$ cat src/rtl/mem_stage_pkg.sv
// Shared core types for the memory stage: pipeline bundles, result-source and access-size codes.
package mem_stage_pkg;

  localparam logic [1:0] RES_ALU = 2'b00;
  localparam logic [1:0] RES_MEM = 2'b01;
  localparam logic [1:0] RES_PC4 = 2'b10;

  localparam logic [1:0] SZ_BYTE = 2'b00;
  localparam logic [1:0] SZ_HALF = 2'b01;
  localparam logic [1:0] SZ_WORD = 2'b10;

  typedef struct packed {
    logic [1:0]  resultsrc;
    logic [31:0] aluresult;
    logic [31:0] writedata;
    logic [31:0] pcplus4;
    logic [2:0]  funct3;
    logic [4:0]  rd;
    logic        regwrite;
    logic        memwrite;
  } ex_mem_t;

  typedef struct packed {
    logic [1:0]  resultsrc;
    logic [31:0] aluresult;
    logic [31:0] pcplus4;
    logic [2:0]  funct3;
    logic [4:0]  rd;
    logic        regwrite;
  } mem_wb_t;

  function automatic mem_wb_t to_mem_wb(ex_mem_t e);
    mem_wb_t w;
    w.resultsrc = e.resultsrc;
    w.aluresult = e.aluresult;
    w.pcplus4   = e.pcplus4;
    w.funct3    = e.funct3;
    w.rd        = e.rd;
    w.regwrite  = e.regwrite;
    return w;
  endfunction

endpackage

$ cat src/rtl/mem_stage_lsu_align.sv
// Lane logic for data-memory accesses: byte enables, store lane shift, load right-align, misalign check.
module mem_stage_lsu_align
  import mem_stage_pkg::*;
(
  input  logic [2:0]  funct3_i,
  input  logic [1:0]  off_i,
  input  logic [31:0] wdata_i,
  input  logic [1:0]  rd_off_i,
  input  logic [31:0] rdata_i,
  output logic [3:0]  be_o,
  output logic [31:0] wdata_o,
  output logic [31:0] rdata_o,
  output logic        misalign_o
);

  always_comb begin
    be_o       = 4'b0000;
    misalign_o = 1'b0;
    case (funct3_i[1:0])
      SZ_BYTE: be_o = 4'b0001 << off_i;
      SZ_HALF: begin
        be_o       = 4'b0011 << off_i;
        misalign_o = off_i[0];
      end
      SZ_WORD: begin
        be_o       = 4'b1111;
        misalign_o = |off_i;
      end
      default: misalign_o = 1'b1;
    endcase
  end

  // Load offset comes from the captured request, not the live address.
  assign wdata_o = wdata_i << {off_i, 3'b000};
  assign rdata_o = rdata_i >> {rd_off_i, 3'b000};

endmodule

$ cat src/rtl/mem_stage.sv
// Memory-access pipeline stage: issues loads/stores on the dmem handshake and registers the
// writeback bundle with right-aligned load data.
//
// state       | meaning
// ------------+-----------------------------------------------------------
// S_IDLE      | accepting instructions; drives the request for aligned memory ops
// S_WAIT_RESP | load accepted by the bus, waiting for dmem_rvalid
module mem_stage
  import mem_stage_pkg::*;
(
  input  logic        clk,
  input  logic        rst,
  input  ex_mem_t     in,
  input  logic        in_valid,
  output logic        stall,
  output logic        misalign,
  output logic        dmem_req,
  output logic        dmem_we,
  output logic [31:0] dmem_addr,
  output logic [3:0]  dmem_be,
  output logic [31:0] dmem_wdata,
  input  logic        dmem_ready,
  input  logic        dmem_rvalid,
  input  logic [31:0] dmem_rdata,
  output mem_wb_t     out,
  output logic [31:0] out_readdata,
  output logic        out_valid
);

  typedef enum logic {S_IDLE, S_WAIT_RESP} state_e;

  state_e      state_q, state_d;
  logic [1:0]  off_q, off_d;
  mem_wb_t     out_q, out_d;
  logic [31:0] rdd_q, rdd_d;
  logic        ov_q, ov_d;

  logic        mem_op;
  logic        bad_align;
  logic [31:0] ld_aligned;

  mem_stage_lsu_align u_align (
    .funct3_i   (in.funct3),
    .off_i      (in.aluresult[1:0]),
    .wdata_i    (in.writedata),
    .rd_off_i   (off_q),
    .rdata_i    (dmem_rdata),
    .be_o       (dmem_be),
    .wdata_o    (dmem_wdata),
    .rdata_o    (ld_aligned),
    .misalign_o (bad_align)
  );

  assign mem_op    = in_valid && (in.memwrite || (in.resultsrc == RES_MEM));
  assign dmem_we   = in.memwrite;
  assign dmem_addr = {in.aluresult[31:2], 2'b00};

  always_comb begin
    state_d         = state_q;
    off_d           = off_q;
    // Default is a bubble: anything that stalls or drops the access lands here.
    out_d           = to_mem_wb(in);
    out_d.regwrite  = 1'b0;
    ov_d            = 1'b0;
    rdd_d           = '0;
    stall           = 1'b0;
    misalign        = 1'b0;
    dmem_req        = 1'b0;
    case (state_q)
      S_IDLE: begin
        if (!mem_op) begin
          out_d = to_mem_wb(in);
          ov_d  = in_valid;
        end else if (bad_align) begin
          misalign = 1'b1;
          ov_d     = 1'b1;
        end else begin
          dmem_req = 1'b1;
          if (dmem_ready && in.memwrite) begin
            out_d = to_mem_wb(in);
            ov_d  = 1'b1;
          end else begin
            stall = 1'b1;
            if (dmem_ready) begin
              state_d = S_WAIT_RESP;
              off_d   = in.aluresult[1:0];
            end
          end
        end
      end
      S_WAIT_RESP: begin
        if (dmem_rvalid) begin
          out_d   = to_mem_wb(in);
          ov_d    = 1'b1;
          rdd_d   = ld_aligned;
          state_d = S_IDLE;
        end else begin
          stall = 1'b1;
        end
      end
      default: state_d = S_IDLE;
    endcase
  end

  always_ff @(posedge clk) begin
    if (rst) begin
      state_q <= S_IDLE;
      off_q   <= '0;
      out_q   <= '0;
      rdd_q   <= '0;
      ov_q    <= 1'b0;
    end else begin
      state_q <= state_d;
      off_q   <= off_d;
      out_q   <= out_d;
      rdd_q   <= rdd_d;
      ov_q    <= ov_d;
    end
  end

  assign out          = out_q;
  assign out_readdata = rdd_q;
  assign out_valid    = ov_q;

endmodule

$ cat config.mk
export PLATFORM = sky130hd
export DESIGN_NAME = mem_stage
export DESIGN_NICKNAME = d
export VERILOG_FILES = /design/src/rtl/mem_stage_pkg.sv /design/src/rtl/mem_stage_lsu_align.sv /design/src/rtl/mem_stage.sv
export SDC_FILE = /design/constraint.sdc
export NUM_CORES = 1
export LEC_CHECK = 0
export ABC_AREA = 1
export CAP_MARGIN = 20
export CORE_AREA = 2 2 127 129
export DETAILED_ROUTE_END_ITERATION = 10
export DIE_AREA = 0 0 129 131
export PLACE_DENSITY = 0.69
export REMOVE_ABC_BUFFERS = 1
export SYNTH_ARGS = -nofsm -noshare
export SYNTH_HDL_FRONTEND = slang
export SYNTH_SLANG_ARGS = --single-unit
$ cat constraint.sdc
create_clock -name clk -period 1.6 [get_ports clk]
set_clock_uncertainty 0.15 [all_clocks]
set_input_delay 0.32 -clock clk [delete_from_list [all_inputs] [get_ports clk]]
set_output_delay 0.32 -clock clk [all_outputs]
set_load 0.01 [all_outputs]
Word level (Yosys, flattened, before mapping) --
Index checks and enable logic that the tools add are counted. Widths: inputs -> output; s select.
Word-level totals: logic and storage cells 56, bits in registers 111, output and inout port bits 180, input port bits 145
Cells by class: equal/unequal tests 3, bitwise logic cells 4, shifts and indexed selects 4, multiplexer cells 28, reductions and logical operators 7
Operator list (number):
- $pmux 75 s2 | 1
- $shl 32x5->32 | 1
- $shr 32x5->32 | 1
- $mux 1 | 22
- $pmux 4 s3 | 1
- $pmux 1 s2 | 3
- $reduce_and 5->1 | 1
- $eq 2x1->1 const B | 2
- $not 1->1 | 4
- $shl 1x2->4 const A | 1
- $shl 2x2->4 const A | 1
- $pmux 1 s3 | 1
- $reduce_or 3->1 | 1
- $eq 2x2->1 const B | 1
- $logic_and 1x1->1 | 2
- $logic_not 2->1 | 1
- $reduce_or 2->1 | 1
- $logic_or 1x1->1 | 1

Depth between registers and ports, before layout --
word-level depth 5, gate-level depth with buffers 8

Hierarchy --
Synthesis repeated with hierarchy kept, for this count alone.
Second synthesis, totals: cells, all modules 755, area total of the unflattened synthesis 5028.6 um2
By module, submodules not included:
- mem_stage | area each 3513.4 um2, instances 1, cells each 405
- mem_stage_lsu_align | area each 1515.2 um2, instances 1, cells each 350

Least setup slack after synthesis --
Ideal clock, no wire load.
path type in2out, from input port in[75] (netlist bit), to output port stall, data required time 1130 ps, path buffers 1, data arrival time 1118 ps, cell stages on the path 6, setup slack 12 ps, cell sequence buf_2 -> nor2_2 -> nand2_1 -> nand2_2 -> nand3_1 -> o21ai_0
Between the ends: cells in the longest elaborated chain, start to end 5
Ends and longest elaborated chain:
- from (decl) | RTL line mem_stage.sv:13 | input ex_mem_t in,
- $reduce_or 2->1 | RTL line mem_stage_lsu_align.sv:27 | misalign_o = |off_i;
- $pmux 1 s3 | RTL line mem_stage_lsu_align.sv:19 | case (funct3_i[1:0])
- $mux 1 | RTL line mem_stage.sv:74 | end else if (bad_align) begin
- $mux 1 | RTL line mem_stage.sv:71 | if (!mem_op) begin
- $pmux 1 s2 | RTL line mem_stage.sv:69 | case (state_q)
- to (decl) | RTL line mem_stage.sv:15 | output logic stall,
Every way passes these cells.

Worst setup path in the final report --
from input port in[74] (netlist bit), to output port dmem_wdata[22]
Between the ends: cells in the longest elaborated chain, start to end 1
Ends and longest elaborated chain:
- $shl 32x5->32 | RTL line mem_stage_lsu_align.sv:34 | assign wdata_o = wdata_i << {off_i, 3'b000};
- to (decl) | RTL line mem_stage.sv:21 | output logic [31:0] dmem_wdata,
Every way passes these cells.

==> results.yml <==
floorplan:
  core-area_mm2: 0.01560
  fp.dieW_um: 129
  io-pin-count: 325
  fp.dieH_um: 131
  initial_utilization_pct: 28.53
  rows: 46
  die_area_mm2: 0.01690
cts:
  h-tree-depth: 3
  clockBufferDepth: 2
  root_buffer: "clkbuf_16"
  cts_tree: "built"
  clk_pin_slew_ns: 0.07
  cts_hold_buf: 0
  cts_sinks: 111
  clock_latency_ns: 0.35
  cts_buffers: 9
timing:
  setup_viol: 15
  fin_ws_ns: -0.09427
  max_freq_mhz: 590.2
  rsz0062_at_grt: "yes"
  drv_slew: 0
  worst_hold_slack_ns: 0.2191
  layout_min_cycle_time_ns: 1.694
  finalHoldViolations: 0
  finalCritPeriodShare_pct: 105.9
synth:
  yosys.area.top_type_share_pct: 49.93
  synth_top_area_cell: "dfxtp_1"
  seq_area_frac_synth_pct: 49.93
  synth_edf_count: 0
  synth_flop_cell: "dfxtp_1"
  synth.cell_area_mm2: 0.004451
  synth.distinct_cells: 35
  synthCells: 576
  syn_area_per_cell_um2: 7.727
  synthArstFlopShare_pct: 0
  ys_ff_latch: 111
  synth_warnings: 0
  synth.area.top_cells: "dfxtp_1 50%, nor2_1 10%, inv_1 8.8%"
worst_setup_path:
  timing.critical_path.buf_inv: 4
  worstSetupPathType: "primary input to output port"
  cp.depth: 6
  critical-path-max-stage-delay_ns: 0.19
  worstPathArrival_ns: 1.22
  path_max_fanout: 6
  worstPathRequired_ns: 1.13
  r2r_cells: 9
  path_delay_family: "buffers and inverters"
  timing.critical_path.from_type: "primary input"
  crit_chain: "buf_8, buf_12, nor2_4, clkinvlp_4, o32ai_2, buf_2"
  crit_path_top_delay_cell: "clkinvlp_4"
  cp-end-kind: "output port"
cells_and_area:
  syn2layout_area_growth_pct: 96.09
  fin_nets: 1083
  final_cells: 1159
  drive_gt1_share_pct: 25.48
drt:
  drt_first_iter_violations: 239
  dr.pass1.iters: 4
  routed_wl_mm: 15.99
  drc: 0
  via_count: 4921
  ant_nets: 0
  wl_per_cell_um: 13.79
  routed_via_density: 4.246
global_route:
  grt_antenna_before_repair: 1
  grt_max_degree: 76
  grt_overflow: 0
  first_global_vias: 4666
  grt_use_total_pct: 17.70
  grt_pass1_wl_mm: 23.27
power_and_ir_drop:
  p_leak_nw: 4.640
  worst_ir_drop_vdd_mv: 0.4587
  power_density_mw_per_mm2: 734.7
placement:
  gp_congestion: 0.8489
  hpwl_mm: 11.73
  pre_cts_ws_ns: -0.9557
  dp.cells: 1120
  portBuffers: 322
worst_hold_path:
  min_path_type: "primary input to register"
  hold_path_depth: 3
status:
  status: "finished, violations left"
  violations: "setup timing"
run:
  maxCapViolations: 0
==> through the flow <==
stage / utilization [%] / setup TNS, ns / total power, mW / area, um^2
after floorplan: - / -3.957 / 3.322 / 4066
after global placement: 52.09 / -42.19 / 4.397 / 8125
after detailed placement: 52.09 / -43.25 / 4.405 / 8125
after CTS: 54.40 / -1.962 / 6.431 / 8484
after global routing: 55.95 / -1.958 / 6.724 / 8727
final: 55.95 / -0.7309 / 6.412 / 8727
==> layout by cell type (no fill, tap or decap), types with 3 or more instances in the layout <==
| master | netlist | layout |
|---|---|---|
| dlygate4sd2_1 | 0 | 165 |
| inv_4 | 1 | 4 |
| a22oi_2 | 0 | 7 |
| dlymetal6s2s_1 | 0 | 5 |
| nor2_4 | 0 | 4 |
| nor2_2 | 1 | 8 |
| buf_4 | 34 | 69 |
| dfxtp_1 | 111 | 110 |
| nand2_1 | 72 | 52 |
| o32ai_2 | 0 | 7 |
| nor3_1 | 6 | 6 |
| inv_1 | 104 | 92 |
| clkbuf_16 | 0 | 10 |
| inv_2 | 5 | 13 |
| a21oi_2 | 1 | 4 |
| o21ai_2 | 0 | 5 |
| buf_2 | 19 | 37 |
| nor2_1 | 119 | 108 |
| clkdlybuf4s50_1 | 0 | 102 |
| o211a_1 | 8 | 8 |
| nand4_1 | 3 | 3 |
| nand2_4 | 1 | 12 |
| a311oi_1 | 7 | 7 |
| o21ai_4 | 0 | 5 |
| nand2_2 | 1 | 10 |
| clkdlybuf4s15_1 | 0 | 5 |
| o21a_1 | 8 | 8 |
| nand3_1 | 10 | 9 |
| buf_6 | 1 | 8 |
| clkinv_2 | 0 | 4 |
| buf_12 | 0 | 9 |
| a21oi_1 | 17 | 13 |
==> kinds of logic after synthesis <==
kind of cell | Yosys count | synth area share, %
AOI/OAI and AO/OA | 74 | 11.64
buffers and inverters | 172 | 18.13
DFF | 111 | 49.93
other | 1 | 0.08426
and+or+nand+nor | 218 | 20.21
==> area by class of cell <==
class / count / area [um^2]
diodes: 1 / 2.502
clock buffers: 9 / 225.2
clock inverters: 6 / 36.28
fillers: 1469 / 6870
inverters: 111 / 442.9
multi-input cells: 294 / 1800
flip-flops and latches: 111 / 2223
well taps: 216 / 270.3
repair buffers: 408 / 3686
repair inverters: 3 / 40.04
==> report_power, final <==
part           total (mW)  internal [mW]  leakage (nW)  switching [mW]
logic                1.47          0.802          3.59           0.673
clock network        2.05           1.04         0.131            1.01
registers            2.89           2.87         0.916          0.0227
==> cell usage after synthesis, types with 2 or more instances <==
master      n
nand4_1     3
buf_4      34
a311oi_1    7
o211a_1     8
a22oi_1     8
nand3_1    10
o32ai_1     7
inv_2       5
nand2_1    72
buf_2      19
inv_1     104
nor3_2      2
o21ai_0    13
a21oi_1    17
o21a_1      8
clkbuf_1    7
dfxtp_1   111
nor2_1    119
nor3_1      6
==> metal layers <==
metal / part of all wire, % / global-route usage (%) / vias up
li1: - / - / 2464
met3: 7.1 / 4.072 / 32
met1: 38 / 19.43 / 2208
met4: 3.1 / 9.910 / 0
met5: 0 / 0 / -
met2: 52 / 31.62 / 217
==> path summary, 6_finish.rpt <==
path            start               end  slack [ns]
min           in[106]           out[73]        0.22
max reg2reg   state_q            out[0]        0.15
max            in[74]    dmem_wdata[22]       -0.09
min reg2reg  off_q[1]  out_readdata[15]        0.42
==> sequential cells by signal (all words and copies together), names as in the netlist <==
register      flops
out_valid         1
out_readdata     32
off_q             2
state_q           1
out              75
==> worst reg2reg max path: stages (launching register included) <==
cell and delay, ns:
dfxtp_2 0.33, inv_2 0.07, nand2_4 0.07, nor3b_4 0.21, buf_4 0.14, buf_4 0.09
buf_4 0.09, buf_4 0.09, buf_4 0.10, nor2_4 0.03
==> what timing repair did <==
item | 4_1_cts | 5_1_grt
endpoints found under the setup margin | 178 | 38
buffers inserted | 14 | 6
pin swaps | 25 | 27
gates cloned | 5 | 2
resized for setup | 443 | 55
Note: power is estimated with default switching activity, not from simulation.
